File: src/rtl/roce_pkg.sv
// Shared types and descriptor/status field positions for the RoCE request generator.
// Imported by the credit counter and the top-level generator.
package roce_pkg;

   typedef enum logic [2:0] {
      OP_READ  = 3'd0,
      OP_WRITE = 3'd1
   } opcode_e;

   typedef enum logic [1:0] {
      ST_IDLE,
      ST_ISSUE,
      ST_DRAIN,
      ST_FINISH
   } state_e;

   localparam int META_OP_LSB    = 0;
   localparam int META_OP_MSB    = 2;
   localparam int META_QPN_LSB   = 3;
   localparam int META_QPN_MSB   = 26;
   localparam int META_LADDR_LSB = 27;
   localparam int META_LADDR_MSB = 74;
   localparam int META_RADDR_LSB = 75;
   localparam int META_RADDR_MSB = 122;
   localparam int META_LEN_LSB   = 123;
   localparam int META_LEN_MSB   = 154;

   localparam int STAT_QPN_LSB  = 0;
   localparam int STAT_QPN_MSB  = 23;
   localparam int STAT_CODE_LSB = 24;
   localparam int STAT_CODE_MSB = 31;

   // Unsupported opcodes degrade to READ so the stack never sees an undefined verb.
   function automatic opcode_e sanitize_opcode(input logic [2:0] raw);
      return (raw == 3'd1) ? OP_WRITE : OP_READ;
   endfunction

endpackage

File: src/rtl/roce_credit_cnt.sv
// In-flight request counter: increments on accepted requests, decrements on completions.
// A completion arriving with nothing outstanding is flagged and does not move the count.
module roce_credit_cnt
   import roce_pkg::*;
#(
   parameter int MAX = 8
) (
   input  logic       ap_clk,
   input  logic       areset,
   input  logic       i_inc,
   input  logic       i_dec,
   output logic [7:0] o_count,
   output logic       o_has_credit,
   output logic       o_underflow
);

   logic [7:0] r_count;
   logic       w_dec_ok;

   assign w_dec_ok     = i_dec && (r_count != 8'd0);
   assign o_underflow  = i_dec && (r_count == 8'd0);
   assign o_has_credit = (r_count < 8'(MAX));
   assign o_count      = r_count;

   always_ff @(posedge ap_clk) begin
      if (areset) begin
         r_count <= 8'd0;
      end else begin
         case ({i_inc, w_dec_ok})
            2'b10:   r_count <= r_count + 8'd1;
            2'b01:   r_count <= r_count - 8'd1;
            default: r_count <= r_count;
         endcase
      end
   end

endmodule

File: src/rtl/roce_traffic_gen.sv
// RDMA READ/WRITE request generator for the RoCE tx_meta stream: round-robin over
// NUM_QP QPNs, auto-incrementing addresses, credit-limited, counts completions/errors.
module roce_traffic_gen
   import roce_pkg::*;
#(
   parameter int META_W          = 256,
   parameter int STATUS_W        = 64,
   parameter int NUM_QP          = 4,
   parameter int MAX_OUTSTANDING = 8
) (
   input  logic                  ap_clk,
   input  logic                  areset,
   input  logic                  start,
   input  logic [2:0]            cfg_opcode,
   input  logic [23:0]           cfg_qpn_base,
   input  logic [4:0]            cfg_len_log2,
   input  logic [31:0]           cfg_num_reqs,
   input  logic [47:0]           cfg_raddr,
   output logic                  m_axis_tx_meta_tvalid,
   input  logic                  m_axis_tx_meta_tready,
   output logic [META_W-1:0]     m_axis_tx_meta_tdata,
   output logic [META_W/8-1:0]   m_axis_tx_meta_tkeep,
   output logic                  m_axis_tx_meta_tlast,
   input  logic                  s_axis_tx_status_tvalid,
   output logic                  s_axis_tx_status_tready,
   input  logic [STATUS_W-1:0]   s_axis_tx_status_tdata,
   output logic                  busy,
   output logic                  done,
   output logic [31:0]           stat_issued,
   output logic [31:0]           stat_completed,
   output logic [31:0]           stat_errors
);

   localparam int QP_W = (NUM_QP > 1) ? $clog2(NUM_QP) : 1;

   state_e           r_state;
   state_e           w_state_next;
   opcode_e          r_opcode;
   logic [23:0]      r_qpn_base;
   logic [31:0]      r_len;
   logic [31:0]      r_num_reqs;
   logic [47:0]      r_raddr;
   logic [47:0]      r_offset;
   logic [QP_W-1:0]  r_qp_idx;
   logic [31:0]      r_issued;
   logic [31:0]      r_completed;
   logic [31:0]      r_errors;

   logic             w_tvalid;
   logic             w_hs;
   logic             w_busy;
   logic             w_done;
   logic             w_start_acc;
   logic             w_drained;
   logic             w_status_beat;
   logic             w_code_err;
   logic [7:0]       w_count;
   logic             w_has_credit;
   logic             w_underflow;
   logic [META_W-1:0] w_meta;
   logic             w_unused_status;

   assign w_status_beat   = s_axis_tx_status_tvalid;
   assign w_code_err      = |s_axis_tx_status_tdata[STAT_CODE_MSB:STAT_CODE_LSB];
   assign w_unused_status = ^s_axis_tx_status_tdata;
   assign w_hs            = w_tvalid && m_axis_tx_meta_tready;
   // Looks at the post-edge count so done lands one cycle after the last completion.
   assign w_drained       = (w_count == 8'd0) || ((w_count == 8'd1) && w_status_beat);

   roce_credit_cnt #(
      .MAX (MAX_OUTSTANDING)
   ) u_credit (
      .ap_clk       (ap_clk),
      .areset       (areset),
      .i_inc        (w_hs),
      .i_dec        (w_status_beat),
      .o_count      (w_count),
      .o_has_credit (w_has_credit),
      .o_underflow  (w_underflow)
   );

   always_comb begin
      w_state_next = r_state;
      w_tvalid     = 1'b0;
      w_busy       = 1'b0;
      w_done       = 1'b0;
      w_start_acc  = 1'b0;
      case (r_state)
         ST_IDLE: begin
            if (start) begin
               w_start_acc  = 1'b1;
               w_state_next = (cfg_num_reqs == 32'd0) ? ST_FINISH : ST_ISSUE;
            end
         end
         ST_ISSUE: begin
            w_busy   = 1'b1;
            w_tvalid = w_has_credit;
            if (w_tvalid && m_axis_tx_meta_tready && (r_issued == r_num_reqs - 32'd1))
               w_state_next = ST_DRAIN;
         end
         ST_DRAIN: begin
            w_busy = 1'b1;
            if (w_drained)
               w_state_next = ST_FINISH;
         end
         ST_FINISH: begin
            w_done       = 1'b1;
            w_state_next = ST_IDLE;
         end
         default: w_state_next = ST_IDLE;
      endcase
   end

   // Descriptor fields only change on a handshake, so tdata is stable while stalled.
   always_comb begin
      w_meta = '0;
      if (w_tvalid) begin
         w_meta[META_OP_MSB:META_OP_LSB]       = r_opcode;
         w_meta[META_QPN_MSB:META_QPN_LSB]     = r_qpn_base + 24'(r_qp_idx);
         w_meta[META_LADDR_MSB:META_LADDR_LSB] = r_offset;
         w_meta[META_RADDR_MSB:META_RADDR_LSB] = r_raddr + r_offset;
         w_meta[META_LEN_MSB:META_LEN_LSB]     = r_len;
      end
   end

   always_ff @(posedge ap_clk) begin
      if (areset) begin
         r_state     <= ST_IDLE;
         r_opcode    <= OP_READ;
         r_qpn_base  <= 24'd0;
         r_len       <= 32'd0;
         r_num_reqs  <= 32'd0;
         r_raddr     <= 48'd0;
         r_offset    <= 48'd0;
         r_qp_idx    <= '0;
         r_issued    <= 32'd0;
         r_completed <= 32'd0;
         r_errors    <= 32'd0;
      end else begin
         r_state <= w_state_next;
         if (w_start_acc) begin
            r_opcode    <= sanitize_opcode(cfg_opcode);
            r_qpn_base  <= cfg_qpn_base;
            r_len       <= 32'd1 << cfg_len_log2;
            r_num_reqs  <= cfg_num_reqs;
            r_raddr     <= cfg_raddr;
            r_offset    <= 48'd0;
            r_qp_idx    <= '0;
            r_issued    <= 32'd0;
            r_completed <= 32'd0;
            r_errors    <= 32'd0;
         end else begin
            if (w_hs) begin
               r_issued <= r_issued + 32'd1;
               r_offset <= r_offset + 48'(r_len);
               r_qp_idx <= (r_qp_idx == QP_W'(NUM_QP - 1)) ? '0 : r_qp_idx + QP_W'(1);
            end
            if (w_status_beat) begin
               r_completed <= r_completed + 32'd1;
               r_errors    <= r_errors + 32'(w_code_err) + 32'(w_underflow);
            end
         end
      end
   end

   assign m_axis_tx_meta_tvalid   = w_tvalid;
   assign m_axis_tx_meta_tdata    = w_meta;
   assign m_axis_tx_meta_tkeep    = '1;
   assign m_axis_tx_meta_tlast    = 1'b1;
   assign s_axis_tx_status_tready = 1'b1;
   assign busy                    = w_busy;
   assign done                    = w_done;
   assign stat_issued             = r_issued;
   assign stat_completed          = r_completed;
   assign stat_errors             = r_errors;

endmodule

File: config.mk
export PLATFORM = sky130hd
export DESIGN_NAME = roce_traffic_gen
export DESIGN_NICKNAME = d
export VERILOG_FILES = /design/src/rtl/roce_pkg.sv /design/src/rtl/roce_credit_cnt.sv /design/src/rtl/roce_traffic_gen.sv
export SDC_FILE = /design/constraint.sdc
export NUM_CORES = 1
export LEC_CHECK = 0
export BUFFER_PORTS_ARGS = -buffer_cell sky130_fd_sc_hd__buf_2
export CAP_MARGIN = 10
export CORE_MARGIN = 8
export CORE_UTILIZATION = 30
export CTS_CLUSTER_DIAMETER = 120
export CTS_CLUSTER_SIZE = 28
export DETAILED_ROUTE_END_ITERATION = 8
export PLACE_DENSITY_LB_ADDON = 0.05
export REMOVE_ABC_BUFFERS = 1
export SYNTH_ARGS = -nofsm -noshare
export SYNTH_HDL_FRONTEND = slang
export SYNTH_SLANG_ARGS = --single-unit
export TNS_END_PERCENT = 10
File: constraint.sdc
create_clock -name ap_clk -period 6.9 [get_ports ap_clk]
set_input_delay 2.07 -clock ap_clk [delete_from_list [all_inputs] [get_ports ap_clk]]
set_output_delay 2.07 -clock ap_clk [all_outputs]
set_load 0.01 [all_outputs]
# After elaboration in Yosys (flattened, before gate mapping)
# Cells that the tools add are included.
dict set report word_totals {
  latchBits 0
  mem_bits_ro 0
  wordCells 67
  mem_count 0
  output_inout_bits 389
  reg_bits 295
  ramBits 0
}
dict set report classes {
  n_eq_ne 12
  n_div 0
  add_sub_neg 11
  bitwise_logic 0
  n_lt_le_gt_ge 1
  shifts 1
  n_reduce_logical 16
  multipliers 0
  muxes 14
}
# op n
set ops {}
lappend ops {{$mux 155} 1}
lappend ops {{$add 32x1->32} 2}
lappend ops {{$add 32x1->32 const B} 2}
lappend ops {{$add 48x32->48} 1}
lappend ops {{$add 48x48->48} 1}
lappend ops {{$eq 32x32->1} 1}
lappend ops {{$logic_not 32->1} 1}
lappend ops {{$shl 1x5->32 const A} 1}
lappend ops {{$sub 32x1->32 const B} 1}
lappend ops {{$add 24x2->24} 1}
lappend ops {{$pmux 8 s2} 1}
lappend ops {{$mux 2} 5}
lappend ops {{$add 8x1->8 const B} 1}
lappend ops {{$eq 2x2->1 const B} 4}
lappend ops {{$eq 8x1->1 const B} 1}
lappend ops {{$logic_not 8->1} 1}
lappend ops {{$lt 8x4->1 const B} 1}
lappend ops {{$pmux 2 s4} 1}
lappend ops {{$reduce_bool 8->1} 1}
lappend ops {{$reduce_or 8->1} 1}
lappend ops {{$sub 8x1->8 const B} 1}
lappend ops {{$logic_and 1x1->1} 6}
lappend ops {{$mux 1} 6}
lappend ops {{$ne 2x2->1 const B} 3}
lappend ops {{8 further kinds} 10}

# Longest topological paths before layout
# Gate-level depths: netlist of run 1.
dict set report depth {
  word_depth 5
  ltp_mapped 15
  ltp_nobuf 12
}

# Modules after synthesis
# From an unflattened synthesis of run 1, not the netlist that was laid out.
dict set report hier_totals {
  cells_unflattened 2388
  area_unflattened_um2 19187.2
}
# module seq_area_each_um2 instances cells_each area_each_um2
set by_module_without_submodules {}
lappend by_module_without_submodules {roce_traffic_gen 5705.5 1 2291 18420.2}
lappend by_module_without_submodules {roce_credit_cnt 160.2 1 97 767.0}

# Worst setup path before layout of run 1
# OpenSTA, ideal clock, no wires.
dict set report synth_timing {
  kind {register to output}
  from {register r_offset[26]}
  to {output m_axis_tx_meta_tdata[118]}
  n_path_buf 1
  required_time_ns 4.830
  arrival_ns 2.807
  setup_slack_ns 2.023
  stages_incl_launch_ff 12
  path_cell_list {dfxtp_1 ha_1 clkbuf_1 a21o_1 a31o_1 a2111oi_0 nor2_1 a2111oi_0 o41ai_1 a21oi_1 mux2i_1 nand2_1}
}
dict set report synth_between {
  elab_chain_cells 2
}
# element line_no
set synth_lines {}
lappend synth_lines {{start: declaration} roce_traffic_gen.sv:43} ;# logic [47:0] r_offset;
lappend synth_lines {{start signal: assignment} roce_traffic_gen.sv:155} ;# r_offset <= r_offset + 48'(r_len);
lappend synth_lines {{$add 48x48->48} roce_traffic_gen.sv:121} ;# w_meta[META_RADDR_MSB:META_RADDR_LSB] = r_raddr + r_offset;
lappend synth_lines {{$mux 155} roce_traffic_gen.sv:117} ;# if (w_tvalid) begin
lappend synth_lines {{end: declaration} roce_traffic_gen.sv:21} ;# output logic [META_W-1:0] m_axis_tx_meta_tdata,
# No other way between the ends.

# Worst setup path after layout of run 1
dict set report layout_timing {
  from {register r_offset[2]}
  to {output m_axis_tx_meta_tdata[122]}
}
# Same word-level chain as after synthesis.

==> impl_results.md, run 1 <==
- PortBufs: 376
- Fin nets: 2884
- Synth warn: 0
- Setup violations, final: 0
- Reg-to-reg startpoint: r_state[1]
- Crit path kind: reg -> out
- Synth Area in Compound Gates: 20.7%
- Worst vdd ir: 0.209 mV
- Reg area: 0.00587 mm²
- Final wirelength: 66500 µm
- Crit-path slowest cell: o31ai_1
- Netlist cell types: 82
- Clock Power Share: 23.4%
- Initial drt markers: 942
- Setup crit start kind: flip-flop
- Mux cell area share after synthesis: 0.639%
- Post-DP Area: 0.0209 mm²
- Final worst-path cycle share: 92.5%
- CP startpoint: r_offset[2]
- Pre-CTS WS: 0.976 ns
- Layout cells sized above 1: 16.9%
- CTS root buffer: clkbuf_16
- Multi-input gate area: 0.0119 mm²
- Clock Path Buffers: 3
- Final ANT Viol Nets: 0
- Slew Viols, Final: 0
- Worst-Margin Slew: 1.15 ns
- CTS H-tree lvls: 1
- # clock sinks: 293
- Setup ws final: 0.515 ns
- Fillers: 6732
- Worst reg2reg setup slack: 2.69 ns
- Die width: 266 µm
- Sequential share of power: 41.5%
- Crit-path cells: ha_1, o21ai_1, o21ai_1, a21oi_1, o31ai_1, a2111oi_0, buf_4, o41ai_2, a21oi_1, o311ai_1, buf_2
- Initial Util: 30.4%
- Fin. Hold Viols: 0
- Internal power: 0.00286 W
- Tmin final: 6.38 ns
- Crit-path max FO: 5
- CTS clk-pin slew, worst paths: 0.11 ns
- Critical Path AT: 4.31 ns
- Worst Path Required: 4.83 ns
- Post-Syn Area: 0.0188 mm²
- Setup crit end kind: primary output
- Largest family of logic cells by synthesized area: simple AND/OR/NAND/NOR gates
- Vias in the first global route: 17000
- Most frequent cells in the layout: buf_2, dfxtp_1, nor2_1
- Sw Share: 40.9%
- Routed via count: 17300
- CTS buffer count: 15
- Post-Layout Inst Area: 0.0214 mm²
- Hold wc startpoint: r_opcode[0]
- Slew margin rel.: 23.4%
- Total power: 0.00484 W
- Detailed placement HPWL: 51800 µm
- Max Cap Viol: 0
- Largest net degree at the start of global routing: 106
- Num rows: 91
- Buf+Inv Stages, Crit Path: 2
- Simple-gate portion of the synthesized area: 22.9%
- GRT Total Usage: 17.6%
- XOR/XNOR Fraction of Synth Area: 9.04%
- Most common cell after layout, fill and taps aside: buf_2
- Final Skew: 0.0150 ns
- Vias per cell: 5.00
- GR Overflow Total: 0
- Top-Level Pins: 570
- DR pass1 iterations: 6
- #FFs+latches synth: 293
- Top_reg_cell synth: dfxtp_1
- P&R area growth vs syn: 13.9%
- Peak Freq: 0.157 GHz
- Comb pwr share: 35.1%
- Initial antenna violation count: 11
- Switch Pwr: 0.00198 W
- Lkg Pwr: 10.1 nW
- Full die area: 0.0709 mm²
- CTS tree: done
- Post-synth EDFFs: 0
- Synth Instances: 2316
- Crit path max-delay family: compound AO/OA/AOI/OAI gates
- Post-Synth Adder-Cell Area: 6.82%
- Ys async rst share: 0%
- Hold_ws: 0.486 ns
- WL/cell: 19.3 µm
- Post-synthesis sequential area ratio: 31.2%
- Clock latency on the worst-skew pair: 0.54 ns
- Status: complete, no violations
- RSZ-0062 raised after global routing: false
- Power per Cell Area: 226 mW/mm²
- Syn Area/Cell: 8.12 µm²
- Die height: 266 µm
- GP Congestion: 0.847
- Drc violations: 0
- First-pass GRT wire length: 101000 µm
- Worst min-delay path class: reg -> reg
- Core ar.: 0.0618 mm²
- CP peak stage delay: 0.69 ns
[routing by layer]
metal | track usage [%] | part of all wire (%) | wire length [µm]
met5 | 0 | 0.077 | 51
met4 | 3.44 | 1.5 | 974
met3 | 3.95 | 6.3 | 4200
met2 | 29.3 | 47 | 31000
met1 | 23.2 | 46 | 30300
[cells in the mapped netlist (9+ instances only)]
| library cell | n | share of area (%) |
|---|---|---|
| nor2b_1 | 15 | 0.50 |
| and2_1 | 17 | 0.57 |
| a21oi_1 | 135 | 3.6 |
| ha_1 | 96 | 6.4 |
| or3_1 | 27 | 0.90 |
| o21bai_1 | 9 | 0.36 |
| nor4_1 | 22 | 0.73 |
| buf_1 | 11 | 0.22 |
| clkbuf_1 | 100 | 2.0 |
| xnor2_1 | 72 | 3.4 |
| a31oi_1 | 25 | 0.83 |
| inv_1 | 34 | 0.68 |
| o31ai_1 | 10 | 0.40 |
| mux2i_1 | 12 | 0.64 |
| and4_1 | 9 | 0.42 |
| a211oi_1 | 18 | 0.72 |
| buf_4 | 137 | 5.5 |
| nand2_1 | 195 | 3.9 |
| nand2b_1 | 19 | 0.63 |
| a22o_1 | 113 | 5.3 |
| nand3_1 | 66 | 1.8 |
| o21a_1 | 17 | 0.68 |
| a21o_1 | 57 | 2.3 |
| nor2_1 | 239 | 4.8 |
| o21ai_1 | 9 | 0.24 |
| o21ai_0 | 82 | 2.2 |
| and3_1 | 135 | 4.5 |
| nor3_1 | 41 | 1.1 |
| dfxtp_1 | 293 | 31 |
| nand4_1 | 46 | 1.5 |
| xor2_1 | 122 | 5.7 |
[per-stage QoR]
stage,util (%),std cells,setup TNS [ns]
finish,34.6,3453,0
global route,34.6,3451,0
CTS,34.6,3446,0
detailed placement,33.8,3423,0
global placement,33.8,3423,0
floorplan,-,2195,-471.42
[sequential cells by signal (all words and copies together), names as in the netlist]
name              flops
r_state               2
r_num_reqs           32
r_qp_idx              2
stat_errors          32
r_opcode              1
r_qpn_base           24
r_len                32
stat_completed       32
r_offset             48
u_credit.o_count      8
stat_issued          32
r_raddr              48
[power by group through the flow]
stage,clock (W),sequential (W),combinational [W]
after floorplan,0,0.00199,0.00111
final,0.00113,0.00201,0.00170
after detailed placement,0,0.00204,0.00170
after CTS,0.00121,0.00201,0.00171
after global routing,0.00125,0.00203,0.00189
after global placement,0,0.00204,0.00171
[layout make-up]
| type | instances | share of cell area, % |
|---|---|---|
| diodes | 7 | 0.0818 |
| clock buffers | 17 | 1.88 |
| clock inverters | 6 | 0.380 |
| inverters | 36 | 0.631 |
| multi-input cells | 1866 | 55.4 |
| flip-flops and latches | 293 | 27.4 |
| well taps | 837 | 4.89 |
| repair buffers | 391 | 9.37 |
[path summary, 6_finish.rpt]
check                              endpoint  cells past startpoint
setup reg to reg            stat_issued[26]                     13
hold / removal                  r_opcode[0]                      1
setup / recovery  m_axis_tx_meta_tdata[122]                     11
hold reg to reg                 r_opcode[0]                      1
[kinds of logic (layout without fill, tap and decap cells)]
group,count (synthesis),in the layout
and+or+nand+nor,867,867
AOI/OAI and AO/OA,556,556
DFF,293,293
buffers and inverters,292,450
xor gates and xnor gates,194,194
adders and majority gates,100,100
muxes,12,12
other,2,144
[repair_timing]
action | 4_1_cts | 5_1_grt
hold buffers | 0 | 0
setup endpoints to repair | 0 | 2
buffers inserted | 0 | 0
gates resized for setup | 0 | 1
(Power assumes the default switching activity.)
==> inputs of run 2 (changes only) <==
--- a/config.mk
+++ b/config.mk
@@ -13,6 +13,7 @@
 export CTS_CLUSTER_SIZE = 28
 export DETAILED_ROUTE_END_ITERATION = 8
 export PLACE_DENSITY_LB_ADDON = 0.05
+export RECOVER_POWER = 25
 export REMOVE_ABC_BUFFERS = 1
 export SYNTH_ARGS = -nofsm -noshare
 export SYNTH_HDL_FRONTEND = slang
==> impl_results.md, run 2 (synthesis results as in run 1) <==
- Status: finished with violations
- Failing checks: capacitance limit, slew limit
- Clock Power Share: 23.5%
- Post-Layout Cell Count: 3453
- Fillers: 6740
- Setup crit end kind: primary output
- Largest net degree at the start of global routing: 106
- Setup violations, final: 0
- CTS tree: done
- Sequential share of power: 41.5%
- Final wirelength: 66500 µm
- Hold Path Sink: r_opcode[0]
- Vias in the first global route: 17000
- Worst min-delay path class: reg -> reg
- Core ar.: 0.0618 mm²
- Num rows: 91
- Fin. Hold Viols: 0
- Clock latency on the worst-skew pair: 0.55 ns
- Hold wc startpoint: r_opcode[0]
- Reg-to-reg startpoint: r_state[1]
- Hold Path Cell Cnt: 1
- WL/cell: 19.3 µm
- DR pass1 iterations: 5
- CTS root buffer: clkbuf_16
- Final Skew: 0.0146 ns
- Worst reg2reg setup slack: 2.54 ns
- Fin nets: 2884
- Total power: 0.00483 W
- Die width: 266 µm
- RSZ-0062 raised after global routing: false
- Power per Cell Area: 226 mW/mm²
- CTS clk-pin slew, worst paths: 0.11 ns
- Worst Path Required: 4.83 ns
- Routed via count: 17300
- GR Overflow Total: 0
- Drc violations: 0
- Final ANT Viol Nets: 0
- Slew margin rel.: -118%
- Most common cell after layout, fill and taps aside: buf_2
- Worst vdd ir: 0.209 mV
- Initial antenna violation count: 11
- Crit-path max FO: 5
- Post-CTS setup buffers: 0
- Clock Path Buffers: 3
- Final worst-path cycle share: 92.5%
- GRT Total Usage: 17.6%
- CTS buffer count: 15
- Die height: 266 µm
- Detailed placement HPWL: 51800 µm
- Setup crit start kind: flip-flop
- Layout cells sized above 1: 16.1%
- # clock sinks: 293
- GP Congestion: 0.847
- Hold_ws: 0.486 ns
- Switch Pwr: 0.00197 W
- Post-CTS Resized: 0
- Max Cap Viol: 5
- Worst-Margin Slew: 3.27 ns
- CTS H-tree lvls: 1
- Peak Freq: 0.157 GHz
- Initial drt markers: 927
- Tmin final: 6.38 ns
- Most frequent cells in the layout: buf_2, dfxtp_1, nor2_1
- Worst R2R End: stat_issued[26]
- PortBufs: 376
- Top-Level Pins: 570
- First-pass GRT wire length: 101000 µm
- Hold_buf cts: 0
- Largest regs: r_offset: 48 flops, r_raddr: 48 flops
- Lkg Pwr: 10.0 nW
- Slew Viols, Final: 294
- Vias per cell: 5.01
- Crit path kind: reg -> out
- Placed cells: 3423
- Comb pwr share: 35.0%
- P&R area growth vs syn: 13.6%
- Sw Share: 40.9%
- Critical Path AT: 4.31 ns
- Internal power: 0.00286 W
- Initial Util: 30.4%
- Full die area: 0.0709 mm²
- Worst-case reg-to-reg path depth: 13
## run 2: how the worst max path moves through the flow
| stage | end | from | slack, ns |
|---|---|---|---|
| floorplan | m_axis_tx_meta_tdata[122] | u_credit.o_count[4] | -3.18 |
| global placement | m_axis_tx_meta_tdata[122] | r_offset[2] | 0.95 |
| detailed placement | m_axis_tx_meta_tdata[122] | r_offset[2] | 0.98 |
| CTS | m_axis_tx_meta_tdata[122] | r_offset[2] | 0.33 |
| global route | m_axis_tx_meta_tdata[122] | r_offset[2] | 0.25 |
| finish | m_axis_tx_meta_tdata[122] | r_offset[1] | 0.52 |
## run 2: power by group through the flow
| stage | clock network (W) | registers [W] | logic (W) |
|---|---|---|---|
| floorplan | 0 | 0.00199 | 0.00111 |
| global placement | 0 | 0.00204 | 0.00171 |
| detailed placement | 0 | 0.00204 | 0.00170 |
| CTS | 0.00121 | 0.00201 | 0.00171 |
| global route | 0.00125 | 0.00203 | 0.00189 |
| finish | 0.00113 | 0.00200 | 0.00169 |
## run 2: layout make-up
class	count	area (µm²)	area share, %
Clock buffer	17	403	1.89
Antenna cell	7	17.5	0.0821
Multi-Input combinational cell	1866	11800	55.5
Inverter	36	135	0.633
Tap cell	837	1050	4.91
Sequential cell	293	5870	27.5
Clock inverter	6	81.3	0.381
Timing Repair Buffer	391	1960	9.17
## run 2: through the flow
stage          setup TNS (ns)  instance area (µm²)  util [%]  setup WS [ns]
3_3_place_gp                0                20900      33.8          0.953
4_1_cts                     0                21400      34.6          0.328
3_5_place_dp                0                20900      33.8          0.976
2_1_floorplan         -471.42                17800         -          -3.18
5_1_grt                     0                21300      34.5          0.249
6_report                    0                21300      34.5          0.517
## run 2: layer usage
layer  up-vias  GRT usage, %  part of all wire (%)  wire (µm)
met3        55          3.95                   6.4       4260
met1      8211          23.2                    46      30300
met4         8          3.44                   1.5        992
li1       8610             -                     -          -
met2       404          29.3                    46      30900
met5         -             0                 0.077         51
## run 2: worst max-delay path, cell delays in order (launching register included)
cell and delay, ns:
dfxtp_1 0.47, ha_1 0.30, a211oi_1 0.36, o21ai_1 0.16, a21oi_1 0.36, o31ai_1 0.27
a2111oi_0 0.56, buf_4 0.21, o41ai_2 0.10, a21oi_1 0.49, o21ai_1 0.15, o311ai_1 0.13
buf_2 0.20
==> inputs of run 3 (changes only) <==
--- a/config.mk
+++ b/config.mk
@@ -5,6 +5,7 @@
 export SDC_FILE = /design/constraint.sdc
 export NUM_CORES = 1
 export LEC_CHECK = 0
+export ABC_AREA = 1
 export BUFFER_PORTS_ARGS = -buffer_cell sky130_fd_sc_hd__buf_2
 export CAP_MARGIN = 10
 export CORE_MARGIN = 8
==> constraint.sdc (replaced) <==
create_clock -name ap_clk -period 6.9 [get_ports ap_clk]
set_input_delay 1.38 -clock ap_clk [delete_from_list [all_inputs] [get_ports ap_clk]]
set_output_delay 1.38 -clock ap_clk [all_outputs]
set_load 0.01 [all_outputs]
==> impl_results.md, run 3 <==
- Hold Path Cell Cnt: 2
- Num rows: 95
- Crit-path cells: ha_1, fa_1, nand2_1, nand2_1, o21ai_0, o21ai_0, a31oi_1, inv_1, nand2_1, nand2_1, nand2_1, nand2_1, nand4_1, nand3_1, nand2_1, nor2_1, buf_2
- Setup violations, final: 0
- Reg-to-reg startpoint: r_state[1]
- Setup crit start kind: flip-flop
- Leading area contributor after synthesis: dfxtp_1
- Top_reg_cell synth: dfxtp_1
- Most frequent cells in the layout: nand2_1, nor2_1, inv_1
- GRT Total Usage: 20.1%
- Final ANT Viol Nets: 0
- Final Skew: 0.0281 ns
- Ys async rst share: 0%
- Fin. Hold Viols: 0
- Worst Path Required: 5.52 ns
- Largest regs: r_offset: 48 flops, r_raddr: 48 flops
- # clock sinks: 293
- Hold Path Sink: stat_completed[31]
- Crit-path max FO: 4
- Clock latency on the worst-skew pair: 0.55 ns
- Buf+Inv Stages, Crit Path: 2
- Worst R2R End: r_offset[45]
- CP peak stage delay: 0.62 ns
- Post-synthesis sequential area ratio: 28.8%
- Worst-case reg-to-reg path depth: 12
- First-pass GRT wire length: 123000 µm
- Post-synth EDFFs: 0
- Syn Area/Cell: 6.53 µm²
- Slew margin rel.: -50.5%
- DR pass1 iterations: 5
- GP Congestion: 0.879
- WL/cell: 18.8 µm
- Routed via count: 21300
- Netlist cell types: 55
- Top-Level Pins: 570
- CTS H-tree lvls: 1
- P&R area growth vs syn: 12.9%
- CTS root buffer: clkbuf_16
- Final worst-path cycle share: 78.9%
- Post-Syn Area: 0.0204 mm²
- Post-DP Area: 0.0226 mm²
- Setup ws final: 1.46 ns
- Vias per cell: 4.92
- CTS tree: done
- Initial Util: 30.3%
- Post-CTS Resized: 0
- #FFs+latches synth: 293
- Setup crit end kind: primary output
- Fillers: 7519
- CTS clk-pin slew, worst paths: 0.11 ns
- Most common cell after layout, fill and taps aside: nand2_1
- Failing checks: capacitance limit, slew limit
- Worst reg2reg setup slack: 1.80 ns
- Fin nets: 3720
- Crit-path slowest cell: o21ai_0
- Cell with the most instances after synthesis: nand2_1
- Post-CTS setup buffers: 0
- Synth warn: 0
- Layout cells sized above 1: 10.2%
- Synth top cells by count: nand2_1, nor2_1, inv_1
- Initial antenna violation count: 7
- Core ar.: 0.0672 mm²
- GR Overflow Total: 0
- Max Cap Viol: 3
- Initial drt markers: 1288
- RSZ-0062 raised after global routing: false
- Final wirelength: 81300 µm
- Largest net degree at the start of global routing: 86
- Worst vdd ir: 0.147 mV
- Clock Path Buffers: 3
- Tmin final: 5.44 ns
- Area contributors post-synth: dfxtp_1, nand2_1, nor2_1
- Worst-Margin Slew: 2.25 ns
- Peak Freq: 0.184 GHz
- Hold_buf cts: 0
- Most frequent CP cell: nand2_1
- Post-Route Utilization: 34.2%
- Status: finished with violations
- Pre-CTS WS: 2.11 ns
- Slew Viols, Final: 144
- Full die area: 0.0764 mm²
- Synth Instances: 3119
- Lkg Pwr: 9.86 nW
- Critical Path AT: 4.06 ns
- CTS buffer count: 16
- Vias in the first global route: 20800
- Die height: 276 µm
- Detailed placement HPWL: 65500 µm
- Synth top area share: 28.8%
- PortBufs: 376
- Hold wc startpoint: stat_completed[31]
- Drc violations: 0
- Power per Cell Area: 235 mW/mm²
- Crit path kind: reg -> out
- Crit path max-delay family: simple AND/OR/NAND/NOR gates
- Post-Layout Inst Area: 0.0230 mm²
- Die width: 276 µm
- Worst min-delay path class: reg -> reg
-- run 3: cell types whose count changed after synthesis, sizes merged, moves of 51 or more --
cell,before,now
inv,36,418
nand2,195,555
nor2,239,448
and3,135,8
o21ai,91,206
a21oi,135,244
xor2,122,58
xnor2,72,16
nand3,66,119
a22o,113,62
-- run 3: tightest hold or removal path, cell delays in order, from the launching register on --
cell and delay, ns:
dfxtp_1 0.33, inv_1 0.06, a21oi_1 0.05
-- run 3: worst max-delay path by stage --
stage                            from                        end  slack (ns)  cells after the start
after detailed placement  r_offset[0]   m_axis_tx_meta_tdata[95]        2.11                     15
after floorplan                 start            stat_errors[14]       -2.97                      5
final                     r_offset[0]  m_axis_tx_meta_tdata[107]        1.46                     17
after global routing      r_offset[0]  m_axis_tx_meta_tdata[107]        1.12                     17
after CTS                 r_offset[0]   m_axis_tx_meta_tdata[95]        1.46                     15
after global placement    r_offset[0]  m_axis_tx_meta_tdata[107]        2.11                     17
-- run 3: routing by layer --
layer,vias to the layer above,GRT usage [%],part of all wire (%)
met5,-,0,0.050
met4,6,4.96,2.5
met3,88,3.55,5.3
met2,548,34.6,47
met1,9909,26.0,45
li1,10700,-,-
-- run 3: cell type report --
| cell class | instances | area [µm²] | share of cell area [%] |
|---|---|---|---|
| Clock inverter | 6 | 82.6 | 0.359 |
| Clock buffer | 19 | 453 | 1.97 |
| Timing Repair Buffer | 383 | 1810 | 7.87 |
| Multi-Input combinational cell | 2325 | 12100 | 52.6 |
| Antenna cell | 4 | 10.0 | 0.0436 |
| Sequential cell | 293 | 5870 | 25.5 |
| Inverter | 420 | 1580 | 6.88 |
| Tap cell | 873 | 1090 | 4.75 |
-- run 3: through the flow --
| stage | TNS, ns | hold slack [ns] | std cells | power [W] |
|---|---|---|---|---|
| 2_1_floorplan | -416.65 | 0.439 | 3038 | 0.00350 |
| 3_3_place_gp | 0 | 0.453 | 4294 | 0.00426 |
| 3_5_place_dp | 0 | 0.458 | 4294 | 0.00427 |
| 4_1_cts | 0 | 0.475 | 4319 | 0.00550 |
| 5_1_grt | 0 | 0.499 | 4321 | 0.00582 |
| 6_report | 0 | 0.473 | 4323 | 0.00541 |
-- run 3: power breakdown --
group	internal (W)	total [W]	switching, W
registers	0.00188	0.00210	0.000223
logic	0.000646	0.00212	0.00148
clock network	0.000498	0.00118	0.000686
total	0.00302	0.00541	0.00238
-- run 3: kinds of logic after synthesis --
group,share of synthesized area [%]
AO/OA/AOI/OAI,19.0
XOR/XNOR,3.18
adder cells (fa/ha/maj),6.29
buffers and inverters,14.3
flip-flops,28.8
other,0.0369
AND/OR/NAND/NOR,28.4
